--- config.mk ---
export PLATFORM = sky130hd
export DESIGN_NAME = inst_memory
export DESIGN_NICKNAME = d
export VERILOG_FILES = /design/src/rtl/inst_memory.sv
export SDC_FILE = /design/constraint.sdc
export NUM_CORES = 1
export LEC_CHECK = 0
export CAP_MARGIN = 20
export CORE_MARGIN = 5
export CORE_UTILIZATION = 50
export CTS_CLUSTER_DIAMETER = 120
export DETAILED_ROUTE_END_ITERATION = 8
export PLACE_DENSITY = 0.78
export SLEW_MARGIN = 20
export SYNTH_ARGS = -nofsm -noshare
export SYNTH_HDL_FRONTEND = slang
export SYNTH_SLANG_ARGS = --single-unit
--- constraint.sdc ---
create_clock -name clk -period 0.8 [get_ports clk]
set_input_delay 0.12 -clock clk [delete_from_list [all_inputs] [get_ports clk]]
set_output_delay 0.12 -clock clk [all_outputs]
set_load 0.02 [all_outputs]
--- src/rtl/inst_memory.sv ---
// inst_memory
//   Read-only instruction memory holding a fixed built-in RV32I program.
//   Returns the little-endian 32-bit word starting at any byte address,
//   registered on the rising clock edge. Bytes at or beyond DEPTH_BYTES
//   read as zero; there is no aliasing or wrap-around.
//
// Ports
//   clk      : system clock, rising-edge active
//   rst      : asynchronous active-high reset, clears inst_out
//   PC_out   : byte address of the instruction to fetch
//   inst_out : registered instruction word
module inst_memory #(
  parameter int unsigned DEPTH_BYTES = 256
) (
  input  logic        clk,
  input  logic        rst,
  input  logic [31:0] PC_out,
  output logic [31:0] inst_out
);

  localparam int unsigned AW = (DEPTH_BYTES > 1) ? $clog2(DEPTH_BYTES) : 1;
  localparam logic [32:0] DEPTH_33 = 33'(DEPTH_BYTES);

  function automatic logic [31:0] init_word(input int unsigned widx);
    case (widx)
      0:       return 32'h0050_0093; // addi x1,x0,5
      1:       return 32'h00A0_0113; // addi x2,x0,10
      2:       return 32'h0020_81B3; // add  x3,x1,x2
      3:       return 32'h4011_0233; // sub  x4,x2,x1
      4:       return 32'h0020_F2B3; // and  x5,x1,x2
      5:       return 32'h0020_E333; // or   x6,x1,x2
      default: return 32'h0000_0013; // nop
    endcase
  endfunction

  function automatic logic [7:0] init_byte(input int unsigned baddr);
    logic [31:0] w;
    w = init_word(baddr / 4);
    return w[8*(baddr % 4) +: 8];
  endfunction

  // Constant byte array; each entry is tied off at elaboration.
  logic [7:0] mem [DEPTH_BYTES];

  for (genvar gi = 0; gi < int'(DEPTH_BYTES); gi++) begin : g_mem
    assign mem[gi] = init_byte(gi);
  end

  logic [31:0] inst_d;
  logic [31:0] inst_q;

  // Byte addresses are formed at 33 bits so PC_out near 2^32 cannot wrap
  // back into the valid range.
  always_comb begin
    logic [32:0] baddr;
    inst_d = '0;
    for (int k = 0; k < 4; k++) begin
      baddr = {1'b0, PC_out} + 33'(k);
      if (baddr < DEPTH_33) begin
        inst_d[8*k +: 8] = mem[baddr[AW-1:0]];
      end
    end
  end

  always_ff @(posedge clk or posedge rst) begin
    if (rst) begin
      inst_q <= '0;
    end else begin
      inst_q <= inst_d;
    end
  end

  assign inst_out = inst_q;

endmodule

; ---- After elaboration in Yosys (flattened, before gate mapping)
; Memories as Yosys holds them, arrays and structs flattened.
; Index checks and enable logic that the tools add are counted.
; W data, S select, Z words.
[totals]
n_memories = 4
word_cells = 32
rom_bits = 8192
out_inout_bits = 32
reg_bits = 32
in_bits = 34
[mem_list]
columns = memory, depth, word_bits, rd, rd_ports_with_merged_regs, wr, line_no
row1 = (name not given), 256, 8, 1, 0, 0, 60  ; inst_d[8*k +: 8] = mem[baddr[AW-1:0]];
row2 = (name not given), 256, 8, 1, 0, 0, 60
row3 = (name not given), 256, 8, 1, 0, 0, 60
row4 = (name not given), 256, 8, 1, 0, 0, 60
[classes]
mux = 12
n_bitwise = 4
n_lt_le_gt_ge = 8
addsub = 3
[ops]
columns = operator, n
row1 = $lt A33 B9 Y1 const B, 3
row2 = $mux W8, 12
row3 = $add A32 B2 Y33 const B, 2
row4 = $ge A9 B9 Y1 const B, 4
row5 = $not A8 Y9, 4
row6 = $add A32 B1 Y33 const B, 1
row7 = $lt A32 B9 Y1 const B, 1

; ---- Longest topological paths before layout
[logic_depth]
ltp_word = 6
depth_mapped = 10
depth_no_buf = 9

; ---- Worst setup path before layout
; No wires, ideal clock.
[synth_timing]
path_type = input-to-reg
from = input port PC_out[1]
to = register inst_q[29], in the netlist inst_out[29]
arrival_time_ps = 2394
setup_slack_ps = -1695
cell_stages = 8
path_cell_list = clkbuf_1 inv_1 ha_1 nor3_1 or4b_1 a21oi_1 nand4_1 nor4_1
[synth_between]
elab_chain_len = 6
elab_cells_between_ends = 7
[synth_lines]
columns = element, line_no
row1 = "start, declared", 17  ; input logic [31:0] PC_out,
row2 = $add A32 B2 Y33 *, 58  ; baddr = {1'b0, PC_out} + 33'(k);
row3 = $not A8 Y9 (implied by the code), 60
row4 = $mem_v2 Z256 W8, --
row5 = $mux W8 (implied by the code) (2 in series), 60
row6 = $mux W8 *, 59  ; if (baddr < DEPTH_33) begin
row7 = net inst_d[29], 49  ; logic [31:0] inst_d;
row8 = "end signal, assigned", 69  ; inst_q <= inst_d;
row9 = "end, declared", 50  ; logic [31:0] inst_q;
; Mark *: on every way through the listed nets, which the timed path passes. The rest lies on a longest branch. The select of a mux whose other input is x is not followed.

; ---- Final worst setup path
[layout_timing]
from = input port PC_out[1]
to = register inst_q[20], in the netlist inst_out[20]
; Same word-level chain as after synthesis.

==> metrics.md <==
| Metric | Value |
|---|---|
| Synth top area cells | dfrtp_1 15%, a21oi_1 5.4%, xnor2_1 5.4% |
| Overflow after GRT | 0 |
| Crit path DAT | 2820 ps |
| Fin. max-slew vios | 0 |
| Vias | 7,321 |
| P_leak | 0.003287 uW |
| RSZ-0062 raised after global routing | true |
| Synth Cell Area | 4086 um2 |
| Clk sinks | 24 |
| DRT Wirelength | 26.14 mm |
| Die width | about 100 um |
| Routability congestion estimate | 1.094 |
| TNS Setup | -39,280 ps |
| Pin count of the biggest net entering global routing | 25 |
| Synth warn | 0 |
| CTS tree | yes |
| Number of diodes | 0 |
| Hold WS | 180.4 ps |
| Initial Util | 50.49% |
| Port buffer count | 57 |
| Vias in the first global route | around 6,500 |
| Row count | 33 |
| Pre-Repair DR Iteration Count | 9 |
| Die Y | 100.4 um |
| Core Footprint | 8093 um2 |
| Clk slew on worst S/H paths | approximately 110 ps |
| MaxCap Viol Count | 0 |
| Avg Synthesized Cell Area | between 6 and 7 um2 |
| Syn-to-layout area delta | 84.72% |
| Total CTS buffers | 3 |
| Number of synthesized flops with an enable pin | 0 |
| CP Class | input port to flip-flop |
| Final net count | 920 |
| Total Power | around 5400 uW |
| Final-report hold violation count | 0 |
| Share of the yosys chip area belonging to registers | 14.70% |
| PD cells | 709.8 nW/um2 |
| Layout fillers | 279 |
| Design Area, Final | 7548 um2 |
| Slew HR | 54.83% |
| Final setup violation count | 48 |
| Slew @ Worst Pin | 671.3 ps |
| Critical Path RT | 1010 ps |
| Reg area | 600.6 um2 |
| Crit. End Element | flip-flop |
| Root buf cell | clkbuf_8 |
| Io pins | 66 |
| Synth top area share | between 10% and 20% |
| Leading area contributor after synthesis | dfrtp_1 |
| Post-route minimum period | 2619 ps |
| Max VDD drop | 0.5508 mV |
| Min-delay worst type | input port to asynchronous set/reset pin |
| DRT antenna net count | 0 |
| CTS max path bufs | 2 |
| Status | complete, but fails checks |
| Via density | 7.493 |
| Critical path startpoint category | input port |
| Post-synth top cells | 49 x nand2_1, 47 x nor2_1, 44 x a21oi_1 |
| Die Area | 10,080 um2 |
| Synth Flop Type | dfrtp_1 |
| Antenna violations before repair | 0 |
| Setup ws final | -1819 ps |
| Fin crit share | 327.4% |
| Post-synth ARST share | 100.0% |
| Syn Inst Count | 601 |
| Max FFs per register | 24 |
| Achievable Freq | 381.8 MHz |
| Seq cells post-synth | 24 |
| Detailed-route DRC error count | 10 |
| Most numerous cell in the Yosys netlist | nand2_1 |
| GRT Resource Usage Total | 40.84% |
| Distinct cells, synth | 62 |
| Area of placed instances | between 6000 and 7000 um2 |
| Multi-input logic area | 3981 um2 |
| Share of layout cells above drive strength 1 | approximately half |
| CTS Hold Bufs | 0 |
| Placed wire-length estimate | 14.90 mm |
| Htree depth | 1 |
| Failing checks | DRC, setup timing |
| DR iter-0 viols | 1,162 |
| First-pass GRT wire length | 33.05 mm |
| Final core area utilization | 93.27% |
| CP Max Fanout | 11 |
| WL/cell | approximately 27 um |
-- logic make-up after synthesis --
kind of cell | count (synthesis) | share of synthesized area (%)
buffers and inverters | 79 | 8.450
adders and majority gates | 13 | 3.981
and+or+nand+nor | 294 | 39.38
AOI/OAI and AO/OA | 146 | 23.61
other | 1 | 0.09177
xor gates and xnor gates | 33 | 7.073
muxes | 11 | 2.725
DFF | 24 | 14.70
-- worst max-delay path: stages --
cell and delay, ps:
buf_4 120, ha_2 230, buf_8 160, nand4_1 360, buf_6 290, o31ai_4 240, o211ai_1 300, nor4b_4 420
nand4_2 240, buf_6 220, nor4_4 120
-- per-layer routing --
metal  track usage, %  vias up  routed length [um]
met5                0        -                   0
met4            28.50        0                3054
met3            6.671      365                3729
met2            66.62      902               11210
met1            48.66     3234                8153
li1                 -     2820                   -
-- path summary, 6_finish.rpt --
path | to | slack (ps) | depth (start not counted) | start
max in group asynchronous | inst_out[31] | 450 | 3 | rst
min in group clk | inst_out[0] | 480 | 4 | PC_out[2]
min | inst_out[21] | 180 | 3 | rst
max | inst_out[20] | -1820 | 11 | PC_out[1]
-- placed cells by master (no fill, tap or decap), drive strengths merged, types with 4 or more instances in the layout --
master,synthesis,routed
buf,22,312
nand2,49,49
nor2,47,47
a21oi,44,44
nor3,35,35
nand4,33,33
nand3,32,32
nor4,32,32
o21ai,25,25
xnor2,25,25
dfrtp,24,24
inv,17,17
or4,15,15
a31oi,14,14
ha,13,13
mux2i,10,10
or3,10,10
a211oi,9,9
xor2,8,8
conb,1,8
and3,7,7
o31ai,7,7
nand2b,6,6
and4,6,6
clkbuf,39,6
or2,6,6
dlygate4sd2,0,5
a21o,5,5
a2111oi,5,5
nand3b,4,4
o211ai,4,4
o22ai,4,4
nor4b,4,4
-- timing repair --
action / in CTS / in global routing
gates resized for setup: 375 / 71
buffers inserted: 33 / 22
pin swaps: 53 / 45
setup endpoints to repair: 48 / 48
-- where the power goes --
part | internal (uW) | switching, uW | total (uW)
Sequential | 1210 | 0.0000160 | 1210
Clock | 442 | 481 | 923
Combinational | 1340 | 1880 | 3220
Total | 2990 | 2370 | 5360
-- per-stage QoR --
stage | setup slack, ps | std cells
floorplan | -1322 | 608
global placement | -2122 | 920
detailed placement | -2227 | 920
CTS | -1323 | 956
global route | -1820 | 977
finish | -1819 | 977
-- layout make-up --
class	instances	area share [%]
Multi-Input combinational cell	505	52.74
Timing Repair Buffer	321	35.87
Sequential cell	24	7.956
Tap cell	105	1.740
Inverter	18	0.9614
Clock buffer	4	0.7293
(Power assumes the default switching activity.)
